===== src/rtl/if_stage_if.sv =====
// IF-stage bus: hazard/redirect inputs, instruction ROM port and IF/ID register outputs.
// IF_PERF_CNT_EN adds the fetch/stall/flush counter outputs.
interface if_stage_if;
   logic        freeze;
   logic        branch_taken;
   logic [31:0] branch_adr;
   logic [31:0] imem_adrs;
   logic [31:0] imem_inst;
   logic [31:0] pc_out;
   logic [31:0] inst_out;
   logic        valid_out;
   logic        fault;
`ifdef IF_PERF_CNT_EN
   logic [31:0] fetch_cnt;
   logic [31:0] stall_cnt;
   logic [31:0] flush_cnt;

   modport master (
      input  freeze, branch_taken, branch_adr, imem_inst,
      output imem_adrs, pc_out, inst_out, valid_out, fault,
      output fetch_cnt, stall_cnt, flush_cnt
   );
   modport slave (
      output freeze, branch_taken, branch_adr, imem_inst,
      input  imem_adrs, pc_out, inst_out, valid_out, fault,
      input  fetch_cnt, stall_cnt, flush_cnt
   );
`else
   modport master (
      input  freeze, branch_taken, branch_adr, imem_inst,
      output imem_adrs, pc_out, inst_out, valid_out, fault
   );
   modport slave (
      output freeze, branch_taken, branch_adr, imem_inst,
      input  imem_adrs, pc_out, inst_out, valid_out, fault
   );
`endif
endinterface


===== src/rtl/if_stage.sv =====
// Instruction-fetch stage: PC, ROM address drive, IF/ID register, freeze/redirect/fault handling.
// Optional performance counters are compiled in with IF_PERF_CNT_EN.
module if_stage #(
   parameter logic [31:0] RESET_PC   = 32'd0,
   parameter logic [31:0] PC_STEP    = 32'd4,
   parameter logic [31:0] ADDR_LIMIT = 32'd1000
) (
   input logic       clk,
   input logic       rst,
   if_stage_if.master bus
);

   typedef enum logic [1:0] {RUN, STALL, FAULT} state_t;

   state_t      state;
   logic [31:0] pc;
   logic [31:0] seq_pc;
   logic [31:0] next_cand;
   logic        fault_now;
   logic [31:0] pc_q;
   logic [31:0] inst_q;
   logic        valid_q;
   logic        fault_q;
`ifdef IF_PERF_CNT_EN
   logic [31:0] fetch_q;
   logic [31:0] stall_q;
   logic [31:0] flush_q;
`endif

   // The fault check looks at the PC this edge would load: redirect target,
   // held PC on freeze, or the sequential successor.
   always_comb begin
      seq_pc    = pc + PC_STEP;
      next_cand = seq_pc;
      if (bus.branch_taken)
         next_cand = bus.branch_adr;
      else if (bus.freeze)
         next_cand = pc;
      fault_now = (next_cand[1:0] != 2'b00) || (next_cand >= ADDR_LIMIT) ||
                  (pc >= ADDR_LIMIT);
   end

   always_ff @(posedge clk or negedge rst) begin
      if (!rst) begin
         state   <= RUN;
         pc      <= RESET_PC;
         pc_q    <= '0;
         inst_q  <= '0;
         valid_q <= 1'b0;
         fault_q <= 1'b0;
`ifdef IF_PERF_CNT_EN
         fetch_q <= '0;
         stall_q <= '0;
         flush_q <= '0;
`endif
      end else if (state != FAULT) begin
         if (fault_now) begin
            state   <= FAULT;
            fault_q <= 1'b1;
            pc_q    <= '0;
            inst_q  <= '0;
            valid_q <= 1'b0;
         end else if (bus.branch_taken) begin
            state   <= RUN;
            pc      <= bus.branch_adr;
            pc_q    <= '0;
            inst_q  <= '0;
            valid_q <= 1'b0;
`ifdef IF_PERF_CNT_EN
            flush_q <= flush_q + 32'd1;
`endif
         end else if (bus.freeze) begin
            state <= STALL;
`ifdef IF_PERF_CNT_EN
            stall_q <= stall_q + 32'd1;
`endif
         end else begin
            state   <= RUN;
            pc      <= seq_pc;
            pc_q    <= seq_pc;
            inst_q  <= bus.imem_inst;
            valid_q <= 1'b1;
`ifdef IF_PERF_CNT_EN
            fetch_q <= fetch_q + 32'd1;
`endif
         end
      end
   end

   assign bus.imem_adrs = pc;
   assign bus.pc_out    = pc_q;
   assign bus.inst_out  = inst_q;
   assign bus.valid_out = valid_q;
   assign bus.fault     = fault_q;
`ifdef IF_PERF_CNT_EN
   assign bus.fetch_cnt = fetch_q;
   assign bus.stall_cnt = stall_q;
   assign bus.flush_cnt = flush_q;
`endif

endmodule


===== src/flat_wrapper.sv =====
// flat-port wrapper written by rule: the top's interface ports become plain ports
module if_stage_flat 
#(
   parameter logic [31:0] RESET_PC   = 32'd0,
   parameter logic [31:0] PC_STEP    = 32'd4,
   parameter logic [31:0] ADDR_LIMIT = 32'd1000
)
  (clk, rst, bus_freeze, bus_branch_taken, bus_branch_adr, bus_imem_inst, bus_imem_adrs, bus_pc_out, bus_inst_out, bus_valid_out, bus_fault);
  if_stage_if bus_i ();
  input logic clk;
  input logic rst;
  input wire logic [$bits(bus_i.freeze)-1:0] bus_freeze;
  input wire logic [$bits(bus_i.branch_taken)-1:0] bus_branch_taken;
  input wire logic [$bits(bus_i.branch_adr)-1:0] bus_branch_adr;
  input wire logic [$bits(bus_i.imem_inst)-1:0] bus_imem_inst;
  output wire logic [$bits(bus_i.imem_adrs)-1:0] bus_imem_adrs;
  output wire logic [$bits(bus_i.pc_out)-1:0] bus_pc_out;
  output wire logic [$bits(bus_i.inst_out)-1:0] bus_inst_out;
  output wire logic [$bits(bus_i.valid_out)-1:0] bus_valid_out;
  output wire logic [$bits(bus_i.fault)-1:0] bus_fault;
  assign bus_i.freeze = bus_freeze;
  assign bus_i.branch_taken = bus_branch_taken;
  assign bus_i.branch_adr = bus_branch_adr;
  assign bus_i.imem_inst = bus_imem_inst;
  assign bus_imem_adrs = bus_i.imem_adrs;
  assign bus_pc_out = bus_i.pc_out;
  assign bus_inst_out = bus_i.inst_out;
  assign bus_valid_out = bus_i.valid_out;
  assign bus_fault = bus_i.fault;
  if_stage #(.RESET_PC(RESET_PC), .PC_STEP(PC_STEP), .ADDR_LIMIT(ADDR_LIMIT)) u_core (.clk(clk), .rst(rst), .bus(bus_i));
endmodule

===== config.mk =====
export PLATFORM = sky130hd
export DESIGN_NAME = if_stage_flat
export DESIGN_NICKNAME = d
export VERILOG_FILES = /design/src/rtl/if_stage_if.sv /design/src/rtl/if_stage.sv /design/src/flat_wrapper.sv
export SDC_FILE = /design/constraint.sdc
export NUM_CORES = 1
export LEC_CHECK = 0
export BUFFER_PORTS_ARGS = -buffer_cell sky130_fd_sc_hd__clkbuf_2
export CAP_MARGIN = 20
export CELL_PAD_IN_SITES_DETAIL_PLACEMENT = 1
export CELL_PAD_IN_SITES_GLOBAL_PLACEMENT = 2
export CORE_UTILIZATION = 27
export DETAILED_ROUTE_END_ITERATION = 7
export PLACE_DENSITY_LB_ADDON = 0.1
export SYNTH_ARGS = -nofsm -noshare
export SYNTH_HDL_FRONTEND = slang
export SYNTH_SLANG_ARGS = --single-unit

===== constraint.sdc =====
create_clock -name clk -period 2.59 [get_ports clk]
set_clock_uncertainty 0.1 [all_clocks]
set_input_delay 0.259 -clock clk [delete_from_list [all_inputs] [get_ports clk]]
set_output_delay 0.259 -clock clk [all_outputs]
set_load 0.02 [all_outputs]

* Word-level counts from Yosys, hierarchy flattened
Cells that the tools add are included.
** Word-level totals
- Bits in registers :: 100
- Logic and storage cells :: 32
- Output and inout port bits :: 98
- Input bits :: 68
** Cells by class
- Magnitude comparators :: 2
- Bitwise operators :: 1
- Reduce and logical (&&, ||, !) cells :: 6
- Add/sub/neg operators :: 1
- Muxes and demuxes :: 14
- Eq/ne operators :: 2
** Operators by type and width (number)
- $mux W32 :: 8
- $ge A32 B10 Y1 const B :: 2
- $add A32 B3 Y32 const B :: 1
- $reduce_and A2 Y1 :: 3
- $mux W1 :: 4
- $mux W2 :: 2
- $ne A3 B1 Y1 const B :: 1
- $logic_or A1 B1 Y1 :: 2
- $ne A2 B2 Y1 const B :: 1
- $reduce_bool A2 Y1 :: 1
- $not A1 Y1 :: 1

* Depth between registers and ports, before layout
Gate-level depths: netlist of run 1.
- Word-level depth :: 8
- Mapped depth :: 11
- Depth with buffers taken out :: 9

* Least setup slack after synthesis of run 1
OpenSTA, ideal clock, no wires.
- Path kind :: register to register
- From :: register u_core.pc[2], in the netlist u_core.bus.imem_adrs[2]
- To :: register u_core.pc[8], in the netlist u_core.bus.imem_adrs[8]
- Path slack :: -0.381 ns
- Arrival :: 2.747 ns
- Path buffers :: 1
- Period minus slack after synthesis :: 2.971 ns
- Setup time :: 0.124 ns
- Stages on the path, launching flop included :: 11
- Required time :: 2.366 ns
- Cell sequence :: dfrtp_1 -> inv_1 -> ha_1 -> or3b_2 -> a211oi_1 -> or4_1 -> a211oi_1 -> o2111ai_1 -> or2_0 -> buf_6 -> a211o_1
** On the way
- Longest elaborated chain between the ends :: 8
- Elaborated cells on any way between the ends :: 9
- Those cells by class :: 1 x add/sub; 2 x order compare; 2 x mux; 1 x bitwise; 3 x reduce/logical
** RTL lines
- start: declaration :: RTL line if_stage.sv:16 : logic [31:0] pc;
- start signal: assignment :: RTL line if_stage.sv:65 : pc <= bus.branch_adr;
- start signal: assignment :: RTL line if_stage.sv:79 : pc <= seq_pc;
- $add A32 B3 Y32 :: RTL line if_stage.sv:33 : seq_pc = pc + PC_STEP;
- $mux W32 :: RTL line if_stage.sv:37 : else if (bus.freeze)
- $mux W32 :: RTL line if_stage.sv:63 : end else if (bus.branch_taken) begin
- $ge A32 B10 Y1 :: RTL line if_stage.sv:39 : fault_now = (next_cand[1:0] != 2'b00) || (next_cand >= ADDR_LIMIT) ||
- $logic_or A1 B1 Y1 (2 in a row) :: RTL line if_stage.sv:39
- $not A1 Y1 (no line)
- $reduce_and A2 Y1 (no line)
Several ways; a longest one is shown, not always the timed one.
A chain may end at the register's enable or synchronous reset.

* Final worst setup path of run 1
- From :: register u_core.pc[10], in the netlist u_core.bus.imem_adrs[10]
- To :: register u_core.pc[3], in the netlist u_core.bus.imem_adrs[3]
** On the way
- Longest elaborated chain between the ends :: 8
- Elaborated cells on any way between the ends :: 9
- Those cells by class :: 1 x add/sub; 2 x order compare; 2 x mux; 1 x bitwise; 3 x reduce/logical
** RTL lines (RTL line)
- $add A32 B3 Y32 :: if_stage.sv:33
- $mux W32 :: if_stage.sv:37
- $mux W32
- $ge A32 B10 Y1 :: if_stage.sv:39
- $logic_or A1 B1 Y1 :: if_stage.sv:39
- $logic_or A1 B1 Y1 * :: if_stage.sv:39
- $not A1 Y1 (no line) *
- $reduce_and A2 Y1 (no line) *
Every way passes the cells marked *; elsewhere a longest branch is shown, timed or not.

==> results of run 1 <==
report_power, final:
| group | switching (W) | internal [W] |
|---|---|---|
| registers | 0 | 0.00156 |
| logic | 0.0000863 | 0.0000720 |
| clock network | 0.000668 | 0.000677 |
worst min path at each step:
stage | cells past startpoint | to | from
after floorplan | 0 | u_core.bus.fault$_DFFE_PN0P_ | rst
final | 2 | u_core.bus.inst_out[29]$_DFFE_PN0P_ | bus_imem_inst[29]
after global routing | 2 | u_core.bus.inst_out[3]$_DFFE_PN0P_ | bus_imem_inst[3]
after detailed placement | 1 | u_core.bus.pc_out[30]$_DFFE_PN0P_ | rst
after global placement | 1 | u_core.bus.pc_out[28]$_DFFE_PN0P_ | rst
after CTS | 2 | u_core.bus.inst_out[29]$_DFFE_PN0P_ | bus_imem_inst[29]
cells in the final DEF (no fill, tap or decap), types with 9 or more instances in the layout:
| cell | synthesis | final |
|---|---|---|
| clkbuf_16 | 0 | 11 |
| and2_1 | 28 | 28 |
| clkbuf_2 | 0 | 164 |
| buf_4 | 4 | 81 |
| xnor2_1 | 9 | 9 |
| dfrtp_1 | 100 | 90 |
| nand2_1 | 14 | 13 |
| dfrtp_2 | 0 | 10 |
| a22o_1 | 39 | 39 |
| nor2_1 | 17 | 13 |
cell type report:
| class | instances | area, sq um | area share |
|---|---|---|---|
| Tap cell | 216 | 270.3 | 0.04030 |
| Sequential cell | 100 | 2515 | 0.3750 |
| Timing Repair Buffer | 261 | 1708 | 0.2547 |
| Clock inverter | 7 | 71.32 | 0.01063 |
| Inverter | 11 | 41.29 | 0.006157 |
| Multi-Input combinational cell | 233 | 1876 | 0.2797 |
| Clock buffer | 9 | 225.2 | 0.03358 |
state kept, by name (all words and copies together) (netlist names):
name and flops:
u_core.state 2, u_core.bus.imem_adrs 32, u_core.bus.fault 1, u_core.bus.valid_out 1, u_core.bus.pc_out 32, u_core.bus.inst_out 32
stage by stage:
step,setup slack (ps),util,std cells
2_1_floorplan,-169.2,-,388
3_3_place_gp,-390.4,0.3795,807
3_5_place_dp,-369.5,0.3795,807
4_1_cts,-194.1,0.4127,832
5_1_grt,-303.1,0.4207,837
6_report,-232.9,0.4207,837
metal layers:
layer | GRT usage | up-vias | part of all wire
met5 | 0 | - | 0
met3 | 0.03977 | 17 | 0.057
li1 | - | 1865 | -
met1 | 0.2296 | 1982 | 0.45
met2 | 0.3010 | 134 | 0.48
met4 | 0.06635 | 0 | 0.017
logic make-up (layout without fill, tap and decap cells):
kind of cell             Yosys count  count (layout)
buffers and inverters             55             288
AND/OR/NAND/NOR                  129             129
flip-flops                       100             100
XOR/XNOR                          12              12
AO/OA/AOI/OAI                     87              87
multiplexers                       3               3
adder cells (fa/ha/maj)            2               2
timing repair:
item / in CTS / in global routing
resized for setup: 31 / 8
buffers inserted: 7 / 2
pin swaps: 14 / 4
setup endpoints to repair: 77 / 77
hold buffers: 1 / 0
gates cloned: 1 / 3
hold endpoints to repair: 38 / 0
==> impl_results.md, run 1 <==
- Drt pass-1 iters: 4
- Pwr Density: 456.7 nW/um^2
- Critical path's slowest cell: dfrtp_2
- Clock buffer count from CTS: 9
- Wire per inst: 17.89 um
- Unrepaired setup endpoints after global routing: true
- Seq/Total Area, Yosys: 0.5640
- Clock root buffer: clkbuf_16
- Share of layout cells above drive strength 1: 0.5233
- Final setup fails: 49
- Detailed-route DRC error count: 0
- Top-count cell post-synth: dfrtp_1
- Final nets: about 690
- Synth Flop Type: dfrtp_1
- Failing checks: negative setup slack
- Crit-path cells: nand4_1 > buf_4 > nor4b_4 > buf_4 > a311oi_1 > a311o_1 > o211a_1 > and4b_4 > buf_4 > a221o_1
- Cell taking the most area after synthesis: dfrtp_1
- Final hold vios: 0
- Die ar.: 16950 sq um
- Cell family with the largest share of critical-path delay: compound AO/OA/AOI/OAI gates
- Startpoint types: flip-flop
- WHS: between 15 and 20 ps
- Syn Nets: approximately 460
- Largest net degree at the start of global routing: 53
- Reg2reg path depth: 10
- # H-tree levels: 3
- Rel. slew slack: 0.6431
- Most frequent cells after synthesis: 100 x dfrtp_1, 39 x a22o_1, 31 x clkbuf_1, 28 x and2_1, 17 x nor2_1
- Setup tns final: -8991 ps
- Syn Area/Cell: 11.43 sq um
- Pleak: 3.466 nW
- Setup crit start: u_core.bus.imem_adrs[10]$_DFFE_PN0P_
- Total GRT Usage: 0.1809
- Worst-path maximum fanout: 7
- # fillers: 1812
- Vias in the first global route: 4202
- Distinct cell type count after synthesis: between 60 and 70
- Cell area after layout: 6706 sq um
- Yosys reg bits: 100
- RR Endpoint: u_core.bus.imem_adrs[3]$_DFFE_PN0P_
- Post-Syn Instances: approximately 390
- Worst R2R Start: u_core.bus.imem_adrs[10]$_DFFE_PN0P_
- Synth Cell Area: 4437 sq um
- Initial antenna violation count: 0
- Largest family of logic cells by synthesized area: simple AND/OR/NAND/NOR gates
- Multiplexer area fraction after synthesis: 0.007050
- Synth Area in XOR/XNOR: 0.02369
- Critical path required time: 2730 ps
- Row Count: 46
- Adder-cell share of the synthesized area: 0.005640
- Routed vias/inst: 4.777
- Outcome: finished with violations
- Total gr overflow: 0
- Total chip power: 0.003063 W
- Synthesis-to-finish area growth: 51.16%
- Die W: 130.2 um
- # diodes: 0
- Slew Limit Fails: 0
- Worst path depth: 10
- TritonCTS Sinks: 100
- Die Ht: 130.2 um
- Final GP Congestion: 0.8991
- Clk_lat worst skew: 350 ps
- Highest Clock Rate: 354.2 MHz
- Max-cap viol count: 0
- Cell Area, Placed: 6050 sq um
- CTS tree: yes
- FFs w/ async S/R, synth: 1.000
- Clk pin slew, worst setup/hold paths: 70 ps
- First-pass GRT wire length: 22.99 mm
- IO buf count: 165
- Initial Utilization: 0.2783
- Compound-Gate Fraction of Synth Area: 0.1653
- Flop-to-flop setup slack: -230 ps
- Period minus WS final: roughly 2800 ps
- Top Ports: 166
- Actual slew at the worst max-slew pin: 535.4 ps
- Yosys warning total: 0
- Critical path class: flip-flop to flip-flop
- Crit path largest cell delay: 380 ps
- Final period utilization: 1.090
- Post-route ant nets: 0
- Bufs on Longest Clock Path: 2
- Crit path capture type: flip-flop
- Synth Area in Simple Gates: 0.1748
- Top post-synthesis cells by area: dfrtp_1 56%, a22o_1 7.7%, and2_1 3.9%, clkbuf_1 2.6%, xnor2_1 1.8%
- Post-synth EDFFs: 0
- Via count: 3998
- HPWL Detailed: 10.97 mm
- DR iter-0 viols: 109
- Worst setup margin: -232.9 ps
- Worst hold path type: input port to flip-flop
- CP arrival: 2960 ps
- Worst path most repeated cell: buf_4
- Post-Route WL: 14.98 mm
- Core Box Area: 15940 sq um
- Top-area cell type share of the netlist area: 0.5640
- Buf+Inv Stages, Crit Path: 3
- Peak supply drop: 272.9 uV
- Worst Setup EP: u_core.bus.imem_adrs[3]$_DFFE_PN0P_
No activity file was read; power rests on OpenSTA's default activity.
==> run 2: changes to the inputs <==
==> constraint.sdc (replaced) <==
create_clock -name clk -period 2.59 [get_ports clk]
set_clock_uncertainty 0.1 [all_clocks]
set_input_delay 0.1295 -clock clk [delete_from_list [all_inputs] [get_ports clk]]
set_output_delay 0.1295 -clock clk [all_outputs]
set_load 0.02 [all_outputs]
==> run 2 against run 1 <==
- the flow still finishes with violations (negative setup slack)
- sequential power hardly changed
- non-clock buffer count is 35 higher
- die area unchanged
- sequential share of layout area shrank 2.4 points
- largest power group unchanged
==> impl_results.md, run 2 (synthesis results as in run 1) <==
- RR Endpoint: u_core.bus.inst_out[10]$_DFFE_PN0P_ (was u_core.bus.imem_adrs[3]$_DFFE_PN0P_)
- CTS tree: yes (unchanged)
- # diodes: 0 (unchanged)
- Core Box Area: 15940 sq um (unchanged)
- GR Util met2: 0.3079 (was 0.3010)
- GR peak layer: met2 (unchanged)
- Total GRT Usage: 0.1842 (was 0.1809)
- Top Ports: 166 (unchanged)
- Worst Hold Launch: bus_branch_adr[2] (was bus_imem_inst[29])
- Total gr overflow: 0 (unchanged)
- Worst hold path type: input port to flip-flop (unchanged)
- Reg2reg path depth: 11 (was 10)
- Bufs on Longest Clock Path: 2 (unchanged)
- Row Count: 46 (unchanged)
- Die W: 130.2 um (unchanged)
- DR iter-0 viols: 174 (was 109)
- Crit path capture type: flip-flop (unchanged)
- Clk pin slew, worst setup/hold paths: 80 ps (was 70 ps)
- Highest Clock Rate: 347.2 MHz (was 354.2 MHz)
- HPWL Detailed: 10.67 mm (was 10.97 mm)
- Clock root buffer: clkbuf_16 (unchanged)
- Synthesis-to-finish area growth: 61.56% (was 51.16%)
- Die Ht: 130.2 um (unchanged)
- Initial antenna violation count: 0 (unchanged)
- First-pass GRT wire length: 23.69 mm (was 22.99 mm)
- Actual slew at the worst max-slew pin: 447.5 ps (was 535.4 ps)
- Die ar.: 16950 sq um (unchanged)
- Slew Limit Fails: 0 (unchanged)
- IO buf count: 165 (unchanged)
- Rel. slew slack: 0.7011 (was 0.6431)
- Pwr Density: 432.2 nW/um^2 (was 456.7 nW/um^2)
- Clock buffer count from CTS: 9 (unchanged)
- Detailed-route DRC error count: 0 (unchanged)
- GRT met3 Usage: 0.03690 (was 0.03977)
- Place WS: -517.0 ps (was -369.5 ps)
- Post-route ant nets: 0 (unchanged)
- Startpoint types: flip-flop (unchanged)
- Routed vias/inst: 4.766 (was 4.777)
- Clk_lat worst skew: 350 ps (about the same)
- Critical path class: flip-flop to flip-flop (unchanged)
- Post-Route WL: 15.32 mm (was 14.98 mm)
- Share of layout cells above drive strength 1: 0.5015 (was 0.5233)
- Period minus WS final: 2880 ps (was 2823 ps)
- Drt pass-1 iters: 4 (unchanged)
- Final period utilization: 1.112 (was 1.090)
- Wire per inst: 17.57 um (was 17.89 um)
- Vias in the first global route: 4482 (was 4202)
- Worst R2R Start: u_core.bus.imem_adrs[13]$_DFFE_PN0P_ (was u_core.bus.imem_adrs[10]$_DFFE_PN0P_)
- Pleak: 3.695 nW (was 3.466 nW)
- Final setup fails: 52 (was 49)
- Unrepaired setup endpoints after global routing: true (unchanged)
- Commonest non-fill, non-tap cell in the layout: clkbuf_2 (unchanged)
- Peak supply drop: 273.4 uV (was 272.9 uV)
- Final GP Congestion: 0.8693 (was 0.8991)
- Critical path required time: 2770 ps (was 2730 ps)
- Largest net degree at the start of global routing: 60 (was 53)
- CP arrival: 3060 ps (was 2960 ps)
- Initial Utilization: 0.2783 (unchanged)
- TritonCTS Sinks: 100 (unchanged)
- Commonest cells after routing, fill and taps aside: 164 x clkbuf_2, 89 x dfrtp_1, 74 x buf_4 (was 164 x clkbuf_2, 90 x dfrtp_1, 81 x buf_4)
- # H-tree levels: 3 (unchanged)
- WHS Endpoint: u_core.bus.imem_adrs[2]$_DFFE_PN0P_ (was u_core.bus.inst_out[29]$_DFFE_PN0P_)
- Worst-path maximum fanout: 6 (was 7)
- Outcome: finished with violations (unchanged)
- Hold Path Depth: 3 (was 2)
- Worst setup margin: -289.8 ps (was -232.9 ps)
- Flop-to-flop setup slack: -290 ps (was -230 ps)
- Grt met1 use: 0.2343 (was 0.2296)
- Failing checks: negative setup slack (unchanged)
- Final nets: 721 (was 686)
- Via count: 4156 (was 3998)
- Max-cap viol count: 0 (unchanged)
- Final core occ: 0.4496 (was 0.4207)
- Final hold vios: 0 (unchanged)
==> run 2: timing repair <==
| action | in CTS | in global routing |
|---|---|---|
| pin swaps | 16 | 19 |
| hold endpoints to repair | 134 | 0 |
| gates resized for setup | 33 | 22 |
| gates cloned | 2 | 2 |
| endpoints found under the setup margin | 60 | 77 |
| buffers inserted | 8 | 6 |
| hold buffers | 35 | 0 |
==> run 2: power breakdown <==
part	switching, W	leakage (nW)	internal, W	total [W]
clock network	0.000658	0.141	0.000676	0.00133
registers	0	1.36	0.00156	0.00156
logic	0.0000969	2.19	0.000108	0.000205
==> run 2: through the flow <==
step                TNS [ps]  instance area (sq um)  std cells  total power, W  hold slack [ps]
global placement      -21350                   6035        805        0.001737           -119.2
global route          -17560                   7168        872        0.003225            54.42
floorplan              -4954                   4514        388        0.001625           -266.1
finish                -11690                   7168        872        0.003098            43.56
CTS                   -11300                   6977        866        0.003145            14.06
detailed placement    -22440                   6035        805        0.001738           -115.6
==> run 2: worst max path at each step <==
stage / cells after the start / from / endpoint
floorplan: 9 / u_core.bus.imem_adrs[7]$_DFFE_PN0P_ / u_core.bus.imem_adrs[8]$_DFFE_PN0P_
global placement: 10 / u_core.bus.imem_adrs[12]$_DFFE_PN0P_ / u_core.bus.inst_out[2]$_DFFE_PN0P_
detailed placement: 10 / u_core.bus.imem_adrs[12]$_DFFE_PN0P_ / u_core.bus.inst_out[7]$_DFFE_PN0P_
CTS: 9 / u_core.bus.imem_adrs[10]$_DFFE_PN0P_ / u_core.bus.imem_adrs[3]$_DFFE_PN0P_
global route: 11 / u_core.bus.imem_adrs[13]$_DFFE_PN0P_ / u_core.bus.pc_out[6]$_DFFE_PN0P_
finish: 11 / u_core.bus.imem_adrs[13]$_DFFE_PN0P_ / u_core.bus.inst_out[10]$_DFFE_PN0P_
==> run 2: final cells by class <==
type	instances	area (sq um)
fill	1773	8775
sequential	100	2516
timing repair buffer	296	2105
multi-input combinational	233	1941
tap	216	270.3
clock buffer	9	225.2
clock inverter	7	70.07
inverter	11	41.29
==> run 2: routing by layer <==
| metal | vias to the layer above | part of all wire |
|---|---|---|
| met1 | 2063 | 0.44 |
| met5 | - | 0 |
| met4 | 0 | 0.021 |
| li1 | 1936 | - |
| met3 | 17 | 0.055 |
| met2 | 140 | 0.48 |
==> run 2: worst max-delay path, stage by stage (launching register included) <==
cell       delay [ps]
dfrtp_2           380
buf_6              90
nand4_1           150
buf_4             180
or3_4             330
o21a_1            180
or4b_4            530
a2bb2oi_4         170
and4b_4           310
buf_6             140
clkbuf_16         140
a22o_1            120
==> run 3: changes to the inputs <==
- BUFFER_PORTS_ARGS: -buffer_cell sky130_fd_sc_hd__clkbuf_2 -> not set
- CORE_UTILIZATION: 27 -> 35
- DONT_BUFFER_PORTS: not set -> 1
==> run 3 against run 2 <==
- the flow still finishes with violations (negative setup slack)
- critical path depth fell by 3
- flip-flop and latch count unchanged
- fmax is 1.4% higher
- design area decreased by 13%
- critical endpoint is now u_core.bus.inst_out[13]$_DFFE_PN0P_
- wire length shrank 6.1%
- count of clock-buffer cells in the layout did not move
- utilization rose by 6.5 points
- sequential power barely moved
- first-iteration DRC count decreased by 8.0%
==> impl_results.md, run 3 (synthesis results as in run 1) <==
- Pleak: 2.915 nW (was 3.695 nW)
- Final setup fails: 51 (was 52)
- CP arrival: 3030 ps (was 3060 ps)
- Vias in the first global route: 3931 (was 4482)
- Multi-input logic area: 1873 sq um (was 1941 sq um)
- Total gr overflow: 0 (unchanged)
- Top Ports: 166 (unchanged)
- Commonest cells after routing, fill and taps aside: 90 x dfrtp_1, 85 x buf_4, 41 x dlygate4sd3_1 (was 164 x clkbuf_2, 89 x dfrtp_1, 74 x buf_4)
- Drt pass-1 iters: 4 (unchanged)
- Final hold vios: 0 (unchanged)
- DR iter-0 viols: 160 (was 174)
- HPWL Detailed: 9.247 mm (was 10.67 mm)
- Pwr Density: 501.7 nW/um^2 (was 432.2 nW/um^2)
- Worst setup margin: -250.7 ps (was -289.8 ps)
- Initial antenna violation count: 0 (unchanged)
- Clk_lat worst skew: 360 ps (was 350 ps)
- Flop-to-flop setup slack: -250 ps (was -290 ps)
- Slew Limit Fails: 0 (unchanged)
- Post-Layout Cell Count: 667 (was 872)
- Worst hold path type: input port to flip-flop (unchanged)
- Die ar.: 13130 sq um (was 16950 sq um)
- Clock buffer count from CTS: 9 (unchanged)
- Worst Setup EP: u_core.bus.inst_out[13]$_DFFE_PN0P_ (was u_core.bus.inst_out[10]$_DFFE_PN0P_)
- Total GRT Usage: 0.2231 (was 0.1842)
- Clock root buffer: clkbuf_16 (unchanged)
- CTS tree: yes (unchanged)
- Final core occ: 0.5142 (was 0.4496)
- Max-cap viol count: 0 (unchanged)
- Die W: 114.6 um (was 130.2 um)
- Actual slew at the worst max-slew pin: 506.7 ps (was 447.5 ps)
- Highest Clock Rate: 352.0 MHz (was 347.2 MHz)
- Rel. slew slack: 0.6622 (was 0.7011)
- # diodes: 0 (unchanged)
- Core Box Area: 12160 sq um (was 15940 sq um)
- # fillers: 1249 (was 1773)
- Crit path largest cell delay: 520 ps (was 530 ps)
- RR Endpoint: u_core.bus.inst_out[13]$_DFFE_PN0P_ (was u_core.bus.inst_out[10]$_DFFE_PN0P_)
- Final period utilization: 1.097 (was 1.112)
- Clk pin slew, worst setup/hold paths: 80 ps (about the same)
- Routed vias/inst: 5.393 (was 4.766)
- Crit path capture type: flip-flop (unchanged)
- Final GP Congestion: 0.8241 (was 0.8693)
- Outcome: finished with violations (unchanged)
- Worst Hold Launch: bus_branch_adr[7] (was bus_branch_adr[2])
- Startpoint types: flip-flop (unchanged)
- Via count: 3597 (was 4156)
- Critical path's slowest cell: or4b_4 (unchanged)
- WHS: 34.55 ps (was 43.56 ps)
- Post-Route WL: 14.38 mm (was 15.32 mm)
- Largest net degree at the start of global routing: 101 (was 60)
- FF+latch area: 2515 sq um (was 2516 sq um)
- Worst R2R Start: u_core.bus.imem_adrs[13]$_DFFE_PN0P_ (unchanged)
- Unrepaired setup endpoints after global routing: true (unchanged)
- Critical path class: flip-flop to flip-flop (unchanged)
- # H-tree levels: 3 (unchanged)
- Row Count: 40 (was 46)
- Die Ht: 114.6 um (was 130.2 um)
- IO buf count: 0 (was 165)
- Failing checks: negative setup slack (unchanged)
- TritonCTS Sinks: 100 (unchanged)
- Post-route ant nets: 0 (unchanged)
- Crit-path cells: nand4_1 > or3_1 > o21a_1 > or4b_4 > a2bb2oi_4 > and4b_4 > buf_16 > a22o_1 (was buf_6 > nand4_1 > buf_4 > or3_4 > o21a_1 > or4b_4 > a2bb2oi_4 > and4b_4 > buf_6 > clkbuf_16 > a22o_1)
- Initial Utilization: 0.3648 (was 0.2783)
- Detailed-route DRC error count: 0 (unchanged)
- Peak supply drop: 266.3 uV (was 273.4 uV)
- Share of layout cells above drive strength 1: 0.3246 (was 0.5015)
- Period minus WS final: 2841 ps (was 2880 ps)
- Reg2reg path depth: 8 (was 11)
- Bufs on Longest Clock Path: 2 (unchanged)
- Worst-path maximum fanout: 16 (was 6)
- Setup tns final: -10430 ps (was -11690 ps)
- Setup crit start: u_core.bus.imem_adrs[13]$_DFFE_PN0P_ (unchanged)
- Synthesis-to-finish area growth: 40.95% (was 61.56%)
- Critical path required time: 2780 ps (was 2770 ps)
- Final nets: 564 (was 721)
- First-pass GRT wire length: 22.07 mm (was 23.69 mm)
- Wire per inst: 21.57 um (was 17.57 um)
- Commonest non-fill, non-tap cell in the layout: dfrtp_1 (was clkbuf_2)
- Placed insts: 596 (was 805)
==> run 3: worst min-delay path by stage <==
stage / end / slack (ps) / cells after the start
floorplan: u_core.bus.fault$_DFFE_PN0P_ / -270 / 0
global placement: u_core.bus.pc_out[29]$_DFFE_PN0P_ / -260 / 0
detailed placement: u_core.bus.pc_out[29]$_DFFE_PN0P_ / -260 / 0
CTS: u_core.bus.imem_adrs[4]$_DFFE_PN0P_ / 7 / 3
global route: u_core.bus.imem_adrs[7]$_DFFE_PN0P_ / 40 / 3
finish: u_core.bus.imem_adrs[7]$_DFFE_PN0P_ / 30 / 3
==> run 3: critical path: cells and delay by family (launching register included) <==
| family | cells | cell delay, ps |
|---|---|---|
| and+or+nand+nor | 4 | 1580 |
| AOI/OAI and AO/OA | 3 | 520 |
| DFF | 1 | 380 |
| buffers and inverters | 1 | 180 |
==> run 3: cell type report <==
class,count,share of cell area
well taps,168,0.03361
clock inverters,7,0.01481
repair buffers,139,0.2073
flip-flops and latches,100,0.4022
clock buffers,9,0.03601
inverters,11,0.006603
multi-input cells,233,0.2995
==> run 3: routing by layer <==
metal | GRT usage | wire length [um] | vias up
met1 | 0.2764 | 6050 | 1815
li1 | - | - | 1621
met2 | 0.3778 | 7077 | 143
met5 | 0 | 0 | -
met4 | 0.07792 | 279 | 0
met3 | 0.05558 | 975 | 18
==> run 3: what timing repair did <==
action / 4_1_cts / 5_1_grt
gates cloned: 2 / 2
hold buffers: 42 / 0
resized for setup: 19 / 22
pin swaps: 5 / 11
endpoints found under the hold margin: 137 / 0
buffers inserted: 6 / 3
setup endpoints to repair: 55 / 68
==> run 3: report_power, final <==
part	total (W)	switching, W	leakage (nW)	internal [W]
clock	0.00144	0.000663	0.155	0.000775
sequential	0.00156	0	1.36	0.00156
combinational	0.000140	0.0000696	1.40	0.0000700
==> run 3: metrics by stage <==
stage / total power, W / instance area [sq um] / worst slack (ps)
global placement: 0.001634 / 5151 / -248.3
finish: 0.003138 / 6254 / -250.7
detailed placement: 0.001634 / 5151 / -331.3
global route: 0.003233 / 6254 / -364.7
floorplan: 0.001625 / 4514 / -169.2
CTS: 0.003157 / 6095 / -217.0
